### src/rtl/rtl_bias_seq.sv
// -----------------------------------------------------------------------------
// rtl_bias_seq
//
// Purpose:
//   Sequencer/collector wrapped around a single bias processing element (PE).
//   Keeps a bank of N_NEURON bias words. A pass walks neuron indices
//   0..N_NEURON-1. For each index it:
//     1. accepts one sum_in/delta_k pair from the upstream stream,
//     2. presents that pair, the stored bias and the latched eta to the PE,
//     3. waits out the PE latency,
//     4. captures net_sum and, in training mode, writes bias_change back into
//        the bank.
//
// Handshake (upstream sum/delta stream):
//   A word transfers on a rising ap_clk edge where ap_ce=1, sum_in_vld=1 and
//   sum_in_rdy=1. sum_in_rdy is high for the whole ISSUE state and low
//   everywhere else; it does not depend on sum_in_vld. The producer may hold
//   sum_in_vld high across non-ISSUE cycles; nothing is taken until ISSUE.
//
// Clock enable:
//   When ap_ce=0 every register holds, including the one-cycle strobes
//   net_sum_vld and done. Reset is honoured regardless of ap_ce.
//
// Ports:
//   ap_clk, ap_rst, ap_ce          clock, synchronous active-high reset, enable
//   start, training, eta           pass control; training/eta latched at start
//   sum_in_vld/sum_in_rdy          upstream handshake
//   sum_in, delta_k                upstream payload
//   load_en, load_idx, load_val    bias preload, honoured only in IDLE
//   pe_init_bias .. pe_training    registered operands driven to the PE
//   pe_net_sum, pe_bias_change     PE results (return_array_1 / return_array_0)
//   net_sum_vld, net_sum, net_idx  captured result and its neuron index
//   busy, done                     pass status
//   dbg_state                      current FSM state encoding (state_t)
// -----------------------------------------------------------------------------
module rtl_bias_seq #(
    parameter int          N_NEURON  = 4,
    parameter int          IDX_W     = 2,
    parameter int          PE_LAT    = 1,
    parameter logic [15:0] INIT_BIAS = 16'h0000
) (
    input  logic             ap_clk,
    input  logic             ap_rst,
    input  logic             ap_ce,
    input  logic             start,
    input  logic             training,
    input  logic [15:0]      eta,
    input  logic             sum_in_vld,
    output logic             sum_in_rdy,
    input  logic [15:0]      sum_in,
    input  logic [15:0]      delta_k,
    input  logic             load_en,
    input  logic [IDX_W-1:0] load_idx,
    input  logic [15:0]      load_val,
    output logic [15:0]      pe_init_bias,
    output logic [15:0]      pe_sum_in,
    output logic [15:0]      pe_delta_k,
    output logic [15:0]      pe_eta,
    output logic [15:0]      pe_training,
    input  logic [15:0]      pe_net_sum,
    input  logic [15:0]      pe_bias_change,
    output logic             net_sum_vld,
    output logic [15:0]      net_sum,
    output logic [IDX_W-1:0] net_idx,
    output logic             busy,
    output logic             done,
    output logic [2:0]       dbg_state
);

    // Wait counter only has to reach PE_LAT-1.
    localparam int CNT_W = (PE_LAT < 2) ? 1 : $clog2(PE_LAT);

    typedef enum logic [2:0] {
        S_IDLE    = 3'd0,
        S_ISSUE   = 3'd1,
        S_WAIT    = 3'd2,
        S_CAPTURE = 3'd3,
        S_DONE    = 3'd4
    } state_t;

    state_t           r_state;
    logic [15:0]      r_bias [N_NEURON];
    logic [IDX_W-1:0] r_idx;
    logic [CNT_W-1:0] r_wait_cnt;
    logic             r_training;
    logic [15:0]      r_eta;

    logic [15:0]      r_pe_init_bias;
    logic [15:0]      r_pe_sum_in;
    logic [15:0]      r_pe_delta_k;
    logic [15:0]      r_pe_eta;

    logic             r_sum_in_rdy;
    logic             r_net_sum_vld;
    logic [15:0]      r_net_sum;
    logic [IDX_W-1:0] r_net_idx;
    logic             r_busy;
    logic             r_done;

    logic             w_accept;
    logic             w_last_idx;
    logic             w_wait_over;

    assign w_accept    = r_sum_in_rdy && sum_in_vld;
    assign w_last_idx  = (r_idx == IDX_W'(N_NEURON - 1));
    assign w_wait_over = (r_wait_cnt == CNT_W'(PE_LAT - 1));

    always_ff @(posedge ap_clk) begin
        if (ap_rst) begin
            r_state        <= S_IDLE;
            for (int i = 0; i < N_NEURON; i++) begin
                r_bias[i] <= INIT_BIAS;
            end
            r_idx          <= '0;
            r_wait_cnt     <= '0;
            r_training     <= 1'b0;
            r_eta          <= '0;
            r_pe_init_bias <= '0;
            r_pe_sum_in    <= '0;
            r_pe_delta_k   <= '0;
            r_pe_eta       <= '0;
            r_sum_in_rdy   <= 1'b0;
            r_net_sum_vld  <= 1'b0;
            r_net_sum      <= '0;
            r_net_idx      <= '0;
            r_busy         <= 1'b0;
            r_done         <= 1'b0;
        end else if (ap_ce) begin
            // Strobes default low; the state that raises them overrides below.
            r_net_sum_vld <= 1'b0;
            r_done        <= 1'b0;

            case (r_state)
                S_IDLE: begin
                    // The load lands on the same edge that starts the pass,
                    // so a simultaneous load is already in the bank by the
                    // time ISSUE reads it. load_idx beyond N_NEURON-1 (only
                    // possible when IDX_W is wider than needed) writes nothing.
                    if (load_en) begin
                        r_bias[load_idx] <= load_val;
                    end
                    if (start) begin
                        r_training   <= training;
                        r_eta        <= eta;
                        r_idx        <= '0;
                        r_sum_in_rdy <= 1'b1;
                        r_busy       <= 1'b1;
                        r_state      <= S_ISSUE;
                    end
                end

                S_ISSUE: begin
                    if (w_accept) begin
                        r_pe_sum_in    <= sum_in;
                        r_pe_delta_k   <= delta_k;
                        r_pe_init_bias <= r_bias[r_idx];
                        r_pe_eta       <= r_eta;
                        r_wait_cnt     <= '0;
                        r_sum_in_rdy   <= 1'b0;
                        r_state        <= S_WAIT;
                    end
                end

                S_WAIT: begin
                    // PE operands stay frozen here; the PE result is valid in
                    // the CAPTURE cycle after PE_LAT enabled cycles.
                    if (w_wait_over) begin
                        r_state <= S_CAPTURE;
                    end else begin
                        r_wait_cnt <= r_wait_cnt + CNT_W'(1);
                    end
                end

                S_CAPTURE: begin
                    r_net_sum     <= pe_net_sum;
                    r_net_idx     <= r_idx;
                    r_net_sum_vld <= 1'b1;
                    if (r_training) begin
                        r_bias[r_idx] <= pe_bias_change;
                    end
                    if (w_last_idx) begin
                        r_state <= S_DONE;
                    end else begin
                        r_idx        <= r_idx + IDX_W'(1);
                        r_sum_in_rdy <= 1'b1;
                        r_state      <= S_ISSUE;
                    end
                end

                S_DONE: begin
                    // done and the busy drop both appear in the first IDLE
                    // cycle, which is also where a back-to-back start is taken.
                    r_done  <= 1'b1;
                    r_busy  <= 1'b0;
                    r_state <= S_IDLE;
                end

                default: begin
                    r_sum_in_rdy <= 1'b0;
                    r_busy       <= 1'b0;
                    r_state      <= S_IDLE;
                end
            endcase
        end
    end

    assign sum_in_rdy   = r_sum_in_rdy;
    assign pe_init_bias = r_pe_init_bias;
    assign pe_sum_in    = r_pe_sum_in;
    assign pe_delta_k   = r_pe_delta_k;
    assign pe_eta       = r_pe_eta;
    assign pe_training  = {15'b0, r_training};
    assign net_sum_vld  = r_net_sum_vld;
    assign net_sum      = r_net_sum;
    assign net_idx      = r_net_idx;
    assign busy         = r_busy;
    assign done         = r_done;
    assign dbg_state    = r_state;

endmodule

### config.mk
export PLATFORM = sky130hd
export DESIGN_NAME = rtl_bias_seq
export DESIGN_NICKNAME = d
export VERILOG_FILES = /design/src/rtl/rtl_bias_seq.sv
export SDC_FILE = /design/constraint.sdc
export NUM_CORES = 1
export LEC_CHECK = 0
export ABC_CLOCK_PERIOD_IN_PS = 3970
export BUFFER_PORTS_ARGS = -buffer_cell sky130_fd_sc_hd__buf_4
export CELL_PAD_IN_SITES_DETAIL_PLACEMENT = 0
export CELL_PAD_IN_SITES_GLOBAL_PLACEMENT = 1
export CORE_MARGIN = 8
export CORE_UTILIZATION = 40
export CTS_BUF_LIST = sky130_fd_sc_hd__clkbuf_4 sky130_fd_sc_hd__clkbuf_8
export CTS_CLUSTER_SIZE = 28
export DETAILED_ROUTE_END_ITERATION = 8
export GPL_TIMING_DRIVEN = 1
export PLACE_DENSITY = 0.83
export SYNTH_ARGS = -nofsm -noshare
export SYNTH_HDL_FRONTEND = slang
export SYNTH_SLANG_ARGS = --single-unit
### constraint.sdc
create_clock -name ap_clk -period 3.97 [get_ports ap_clk]
set_input_delay 0.794 -clock ap_clk [delete_from_list [all_inputs] [get_ports ap_clk]]
set_output_delay 0.794 -clock ap_clk [all_outputs]
set_load 0.05 [all_outputs]
==> metrics.txt, run 1 <==
standard-cell row count=48; syn avg cell area=10.00 µm²; clock transition at the registers of the reported paths=0.09 ns; RD Place Congestion=0.7308; Int Power=2.561 mW; Clock Sinks=172; DP Wirelength=11.87 mm; worst path required time=4.00 ns; reg-to-reg startpoint=dbg_state[1]; largest net degree at the start of global routing=98; Post-layout nets=974; die area=21,880 µm²; Post-synth EDFFs=64; wire length per cell=15.57 µm; Tot Pwr=3.363 mW; Setup Skew=0.009892 ns; antenna violations before repair=0; r2r setup slk=1.05 ns; first-pass GRT wire length=26.91 mm; critical setup path kind=reg2reg; Core Area=17,180 µm²; IO Count=210; Switch Pwr=0.8020 mW; Setup TNS Final=0 ns; Crit. End Element=flip-flop; # DRC=0; layout cells sized above 1=0.3167; Clock power frac=0.366; max_slew headroom=0.3098; Yosys reg bits=172; Data arrival, critical path=2.95 ns; cts bufs inserted=17; Min Clock Period, post-route=2.920 ns; status=completed; Distinct cells, synth=45; RSZ-0062 raised after global routing=false; Post-CTS Resized=0; synthesized instance count=696; asr flop ratio synth=0; hold buffers post-CTS=0; worst skew pair latency=0.45 ns; final worst-path cycle share=0.7356; htree depth=4; Chip Height=147.9 µm; grt ovf=0; synthesized area=6960 µm²; drt pass-1 iters=4; Static Leak=3.488 nW; PortBufs=194; switch share=0.2385; ys flop type=dfxtp_1; Worst path max stage delay=0.65 ns; Synth top cells by count=203 x nand2_1, 108 x dfxtp_1, 106 x a21oi_1; critical path startpoint category=flip-flop; Crit. Startpoint=dbg_state[1]; Final ANT Viol Nets=0; CTS Buffer Depth=2; Worst Hold Class=reg2reg; Worst Hold Launch=r_eta[2]; Combinational Power Share=0.073; routed vias/inst=4.719; post-CTS setup buffer count=0; Pwr Density=380.0 nW/µm²; CTS root buf=clkbuf_8; GRT Overall Usage=0.1542; P&R area growth vs syn=27.14%; crit path max fanout=17; leading post-synthesis cells by cell area=dfxtp_1 31%, edfxtp_1 28%, nand2_1 11%, a21oi_1 7.6%, mux4_2 5.2%; fmax=342.4 MHz; CTS tree=done; via count=5,219; maxcap violations=0; worst-path cell chain=or3b_1 > nor3_2 > o21ai_2 > nand2b_1; Synth top area share=0.3106; maximum VDD drop=0.2037 mV; CP max stage cell=dfxtp_1; final WL=17.23 mm; Setup-failing EPs final=0; Starting DRT DRC Count=255; initial core utilization=0.4052; sequential element share of the synthesized area=0.5867; synth warn=0; Worst Max-Slew Pin Slew=1.035 ns; vias in the first global route=5,082; Synth area leader=dfxtp_1; Final Hold Vio Count=0; sequential share of power=0.561; top-count cell post-synth=nand2_1; Slew Limit Fails=0; # diodes=0; Die W=147.9 µm
[path summary, 6_finish.rpt]
kind,cells after the start,to
hold / removal,2,pe_eta[2]
setup reg to reg,4,r_bias[1][14]
setup / recovery,4,r_bias[1][14]
hold reg to reg,2,pe_eta[2]
[sequential cells by signal, summed over array words and instances, names as in the netlist, 3 cells and up]
signal / count
pe_eta: 16
r_eta: 16
dbg_state: 3
pe_init_bias: 16
pe_delta_k: 16
pe_sum_in: 16
r_bias: 64
net_sum: 16
[routing by layer]
metal | part of all wire | track usage | wire length (µm) | up-vias
li1 | - | - | - | 2659
met4 | 0.013 | 0.05507 | 225 | 0
met1 | 0.47 | 0.1949 | 8027 | 2395
met2 | 0.46 | 0.2479 | 7954 | 150
met3 | 0.059 | 0.04341 | 1018 | 15
met5 | 0 | 0 | 0 | -
[cell usage in the layout (no fill, tap or decap), drive strengths merged, types with 2 or more instances in the layout]
cell / count
inv: 21
o21ai: 4
nor2b: 5
buf: 203
dfxtp: 108
clkinv: 2
mux4: 16
a22oi: 18
nand2: 203
nor3: 6
clkbuf: 22
and3: 2
edfxtp: 64
conb: 15
nand2b: 7
nor2: 56
or3b: 2
a21oi: 107
clkinvlp: 2
[critical path, delay by kind of cell (launching register included)]
kind             cells  cell delay (ns)
flip-flops           1             0.65
AND/OR/NAND/NOR      3             1.22
AO/OA/AOI/OAI        1             0.61
[cells by family (layout without fill, tap and decap cells)]
family / after synthesis / after routing / synth area share
other cells: 1 / 15 / 0.0005388
buf+inv: 80 / 251 / 0.06615
compound gates: 137 / 137 / 0.1140
fa+ha+maj: 1 / 1 / 0.001797
xor+xnor: 1 / 1 / 0.001259
flops: 172 / 172 / 0.5867
simple gates: 288 / 288 / 0.1778
mux: 16 / 16 / 0.05177
[layout make-up]
class	instances	area, µm²
tap	225	281.5
clock buffer	22	302.8
timing repair buffer	203	1536
clock inverter	10	101.3
multi-input combinational	458	2484
sequential	172	4084
fill	1666	8327
inverter	16	60.06
[power by group through the flow]
stage               sequential (mW)  clock (mW)  combinational [mW]
finish                         1.89        1.23               0.247
global route                   1.89        1.34               0.266
CTS                            1.89        1.28               0.249
detailed placement             1.93           0               0.249
global placement               1.93           0               0.247
floorplan                      1.94           0               0.136
[metrics by stage]
stage	util	hold WS (ns)	area (µm²)	cells	setup WS, ns
2_1_floorplan	-	0.4321	7013	710	0.8933
3_3_place_gp	0.4917	0.4385	8446	1074	0.8208
3_5_place_dp	0.4917	0.4427	8446	1074	0.7664
4_1_cts	0.5152	0.4491	8850	1106	1.027
5_1_grt	0.5152	0.4626	8850	1106	0.8161
6_report	0.5152	0.4468	8850	1106	1.050
(Power assumes the default switching activity.)
==> run 2: changes to the inputs <==
Settings changed: ABC_CLOCK_PERIOD_IN_PS 3970 to 2900.
Clock period 3.97 ns to 2.9 ns, I/O delays scaled along.
==> metrics.txt, run 2 (synthesis results as in run 1) <==
Setup WS pre-CTS=0.3613 ns (-0.4050 ns); standard-cell row count=48 (unchanged); Setup TNS Final=0 ns (unchanged); worst path required time=3.05 ns (-0.95 ns); critical setup path kind=reg2reg; htree depth=4 (unchanged); PortBufs=194 (unchanged); Crit. End Element=flip-flop; Worst Hold Class=in2reg; Setup WS post-layout=0.6587 ns (-0.3909 ns); via count=5,306 (+1.7%); met2 WL=7.949 mm (about the same); Worst Max-Slew Pin Slew=0.8656 ns (-0.1697 ns); commonest non-fill, non-tap cells in the layout=211 x buf_4, 203 x nand2_1, 108 x dfxtp_1; final worst-path cycle share=0.7729 (+0.03726); RSZ-0062 raised after global routing=false; maxcap violations=0 (unchanged); grt ovf=0 (unchanged); DR WL met3=1.154 mm (+13%); Pwr Density=528.4 nW/µm² (+39%); Final Hold Vio Count=0 (unchanged); RD Place Congestion=0.7580 (+3.7%); reg-to-reg startpoint=dbg_state[2]; Final ANT Viol Nets=0 (unchanged); maximum VDD drop=0.3114 mV (+53%); Clock Sinks=172 (unchanged); P&R area growth vs syn=28.83%; layout cells sized above 1=0.3244 (+0.007669); Data arrival, critical path=2.39 ns (-0.56 ns); top routing layer in use=met4; WL met1=7.986 mm (-0.51%); largest net degree at the start of global routing=81 (-17%); vias in the first global route=5,405 (+6.4%); die area=21,880 µm² (unchanged); Static Leak=3.555 nW (+1.9%); clock transition at the registers of the reported paths=0.09 ns (about the same); Starting DRT DRC Count=319 (+25%); max_slew headroom=0.4229 (+0.1131); Die W=147.9 µm (unchanged); WHS Endpoint=r_eta[9]; # DRC=0 (unchanged); CTS tree=done; CTS root buf=clkbuf_8; wire length per cell=15.54 µm (-0.19%); status=completed; worst skew pair latency=0.46 ns (about the same); Setup-failing EPs final=0 (unchanged); DP Wirelength=12.19 mm (+2.7%); Post-CTS Resized=0 (unchanged); cts bufs inserted=17 (unchanged); Min Clock Period, post-route=2.241 ns (-0.6791 ns); initial core utilization=0.4052 (unchanged); r2r setup slk=0.66 ns (-0.39 ns); reg2reg end=r_bias[2][14]; hold buffers post-CTS=0 (unchanged); cells on worst reg2reg path=5 (+1); critical path startpoint category=flip-flop; Worst Hold Launch=eta[9]; first-pass GRT wire length=27.87 mm (+3.6%); CTS Buffer Depth=2 (unchanged); # diodes=0 (unchanged); most common cell after layout, fill and taps aside=buf_4; post-CTS setup buffer count=0 (unchanged); Chip Height=147.9 µm (unchanged); Slew Limit Fails=0 (unchanged); GRT Overall Usage=0.1597 (+0.005509); Largest register FFs=64 (unchanged); fmax=446.2 MHz (+30%); drt pass-1 iters=4 (unchanged); antenna violations before repair=0 (unchanged); crit path max fanout=17 (unchanged); routed vias/inst=4.754 (+0.76%); Setup Skew=0.01267 ns (+0.002779 ns); Post-layout nets=984 (+1.0%); IO Count=210 (unchanged); Core Area=17,180 µm² (unchanged); final WL=17.35 mm (+0.71%); worst hold stages=3 (+1); Largest Register=r_bias
run 2: cell types whose count changed in the layout (fill, tap and decap cells not counted), sizes merged:
cell	change
buf	+10
clkbuf	-3
bufinv	+2
clkinv	+1
run 2: critical path: stages (launching register included):
cell      delay, ns
dfxtp_1        0.45
or3b_1         0.60
nor3_2         0.31
a22oi_4        0.19
nand2b_1       0.13
buf_4          0.25
run 2: layout make-up:
cell class / count / area, µm²
clock buffer: 19 / 255.2
clock inverter: 13 / 178.9
fill: 1608 / 8209
inverter: 16 / 60.06
multi-input combinational: 458 / 2484
sequential: 172 / 4084
tap: 225 / 281.5
timing repair buffer: 213 / 1624
run 2: worst max path at each step:
stage	from	endpoint	slack, ns	depth (start not counted)
after detailed placement	ap_ce	r_bias[2][0]	0.36	6
final	dbg_state[2]	r_bias[2][14]	0.66	5
after global placement	ap_ce	r_bias[2][3]	0.41	6
after CTS	dbg_state[2]	r_bias[2][0]	0.63	5
after floorplan	dbg_state[1]	r_bias[3][0]	0.02	5
after global routing	dbg_state[2]	pe_sum_in[7]	0.49	5
run 2: through the flow:
stage	hold WS [ns]	power [mW]	instance area (µm²)	std cells	util
after CTS	0.3189	4.799	8967	1116	0.5221
after global routing	0.3225	4.922	8967	1116	0.5221
final	0.3561	4.738	8967	1116	0.5221
after detailed placement	0.4433	2.985	8533	1084	0.4968
after global placement	0.4389	2.981	8533	1084	0.4968
after floorplan	0.4321	2.835	7013	710	-
run 2: routing by layer:
metal | global-route usage | vias up
met2 | 0.2546 | 157
met4 | 0.05456 | 0
li1 | - | 2678
met3 | 0.05319 | 19
met5 | 0 | -
met1 | 0.1995 | 2452
run 2: power breakdown:
| part | switching [mW] | leakage [nW] | internal (mW) |
|---|---|---|---|
| Combinational | 0.203 | 1.81 | 0.145 |
| Clock | 0.908 | 0.214 | 0.905 |
| Sequential | 0.0203 | 1.53 | 2.56 |
==> run 3: changes to the inputs <==
Settings changed: ABC_CLOCK_PERIOD_IN_PS 2900 to 2200.
Clock period 2.9 ns to 2.2 ns, I/O delays scaled along.
==> metrics.txt, run 3 (synthesis results as in run 1) <==
CTS tree=done; Reg area=4085 µm² (about the same); P&R area growth vs syn=31.96%; Clock Sinks=172 (unchanged); standard-cell row count=48 (unchanged); Worst Max-Slew Pin Slew=0.6755 ns (-0.1901 ns); Setup-failing EPs final=0 (unchanged); Pwr Density=686.8 nW/µm² (+30%); via count=5,328 (+0.41%); RD Place Congestion=0.7248 (-4.4%); grt ovf=0 (unchanged); most common cell after layout, fill and taps aside=buf_4; cts bufs inserted=17 (unchanged); antenna violations before repair=0 (unchanged); Starting DRT DRC Count=251 (-21%); dpl cells=1,094 (+0.92%); IO Count=210 (unchanged); layout cells sized above 1=0.3363 (+0.01194); max_slew headroom=0.5497 (+0.1267); # DRC=0 (unchanged); hold buffers post-CTS=0 (unchanged); Data arrival, critical path=2.07 ns (-0.32 ns); Setup Skew=0.01170 ns (-0.0009689 ns); fmax=523.6 MHz (+17%); initial core utilization=0.4052 (unchanged); RSZ-0062 raised after global routing=false; Post-layout nets=994 (+1.0%); Design Area, Final=9185 µm² (+2.4%); worst hold stages=3 (unchanged); Crit. End Element=flip-flop; Final Hold Vio Count=0 (unchanged); Setup TNS Final=0 ns (unchanged); Static Leak=3.653 nW (+2.8%); DP Wirelength=12.19 mm (about the same); Die W=147.9 µm (unchanged); CTS Buffer Depth=2 (unchanged); Worst Hold Class=in2reg; # diodes=0 (unchanged); Setup WS post-layout=0.2902 ns (-0.3685 ns); vias in the first global route=5,277 (-2.4%); Post-DP Area=8748 µm² (+2.5%); die area=21,880 µm² (unchanged); critical path startpoint category=flip-flop; htree depth=4 (unchanged); Final ANT Viol Nets=0 (unchanged); maximum VDD drop=0.3719 mV (+19%); Core Area=17,180 µm² (unchanged); GRT Overall Usage=0.1575 (-0.002216); clock transition at the registers of the reported paths=0.09 ns (about the same); Setup WS pre-CTS=0.05185 ns (-0.3095 ns); routed vias/inst=4.732 (-0.48%); Post-CTS Resized=0 (unchanged); drt pass-1 iters=4 (unchanged); Slew Limit Fails=0 (unchanged); post-CTS setup buffer count=0 (unchanged); cells on worst reg2reg path=5 (unchanged); Largest Register=r_bias; commonest non-fill, non-tap cells in the layout=211 x buf_4, 203 x nand2_1, 107 x dfxtp_1; Tot Pwr=6.308 mW (+33%); critical setup path kind=reg2reg; final WL=17.20 mm (-0.86%); crit path max fanout=16 (-1); Cell Count, Final, Fillers Out=1,126 (+0.90%); Fillers=1,596 (-0.75%); largest net degree at the start of global routing=65 (-20%); first-pass GRT wire length=27.59 mm (-1.0%); worst skew pair latency=0.45 ns (about the same); Min Clock Period, post-route=1.910 ns (-0.3315 ns); worst path required time=2.36 ns (-0.69 ns); Multi-input gate area=2497 µm² (+0.55%); maxcap violations=0 (unchanged); CTS root buf=clkbuf_8; wire length per cell=15.27 µm (-1.7%); status=completed; final worst-path cycle share=0.8681 (+0.09521); Chip Height=147.9 µm (unchanged); Largest register FFs=64 (unchanged); PortBufs=194 (unchanged)
[run 3: worst paths after layout]
path / startpoint / end / slack, ns
setup / recovery: dbg_state[1] / r_bias[3][10] / 0.29
hold / removal: pe_net_sum[6] / net_sum[6] / 0.23
setup reg to reg: dbg_state[1] / r_bias[3][10] / 0.29
hold reg to reg: r_eta[15] / pe_eta[15] / 0.45
[run 3: critical path, cell delays in order, from the launching register on]
cell	delay, ns
dfxtp_1	0.32
or3b_1	0.57
o22ai_2	0.28
nor2_1	0.09
nor3_4	0.17
buf_12	0.18
[run 3: layout make-up]
cell class                 instances  share of cell area
sequential                       172              0.4448
multi-input combinational        458              0.2719
timing repair buffer             223              0.1986
clock buffer                      21             0.03079
tap                              225             0.03065
clock inverter                    11             0.01676
inverter                          16            0.006539
[run 3: metal layers]
metal	GRT usage	vias to the layer above	share of wire
met3	0.04891	19	0.071
met1	0.1967	2442	0.44
met2	0.2555	169	0.47
li1	-	2698	-
met5	0	-	0
met4	0.04997	0	0.014
[run 3: per-stage QoR]
step	hold slack, ns	utilization
floorplan	0.4321	-
global placement	0.4382	0.5093
detailed placement	0.4450	0.5093
CTS	0.1848	0.5347
global route	0.1914	0.5347
finish	0.2277	0.5347
[run 3: where the power goes]
part | internal, mW | total, mW | leakage, nW | switching (mW)
Clock | 1.25 | 2.42 | 0.223 | 1.17
Combinational | 0.220 | 0.490 | 1.90 | 0.270
Sequential | 3.37 | 3.40 | 1.53 | 0.0308
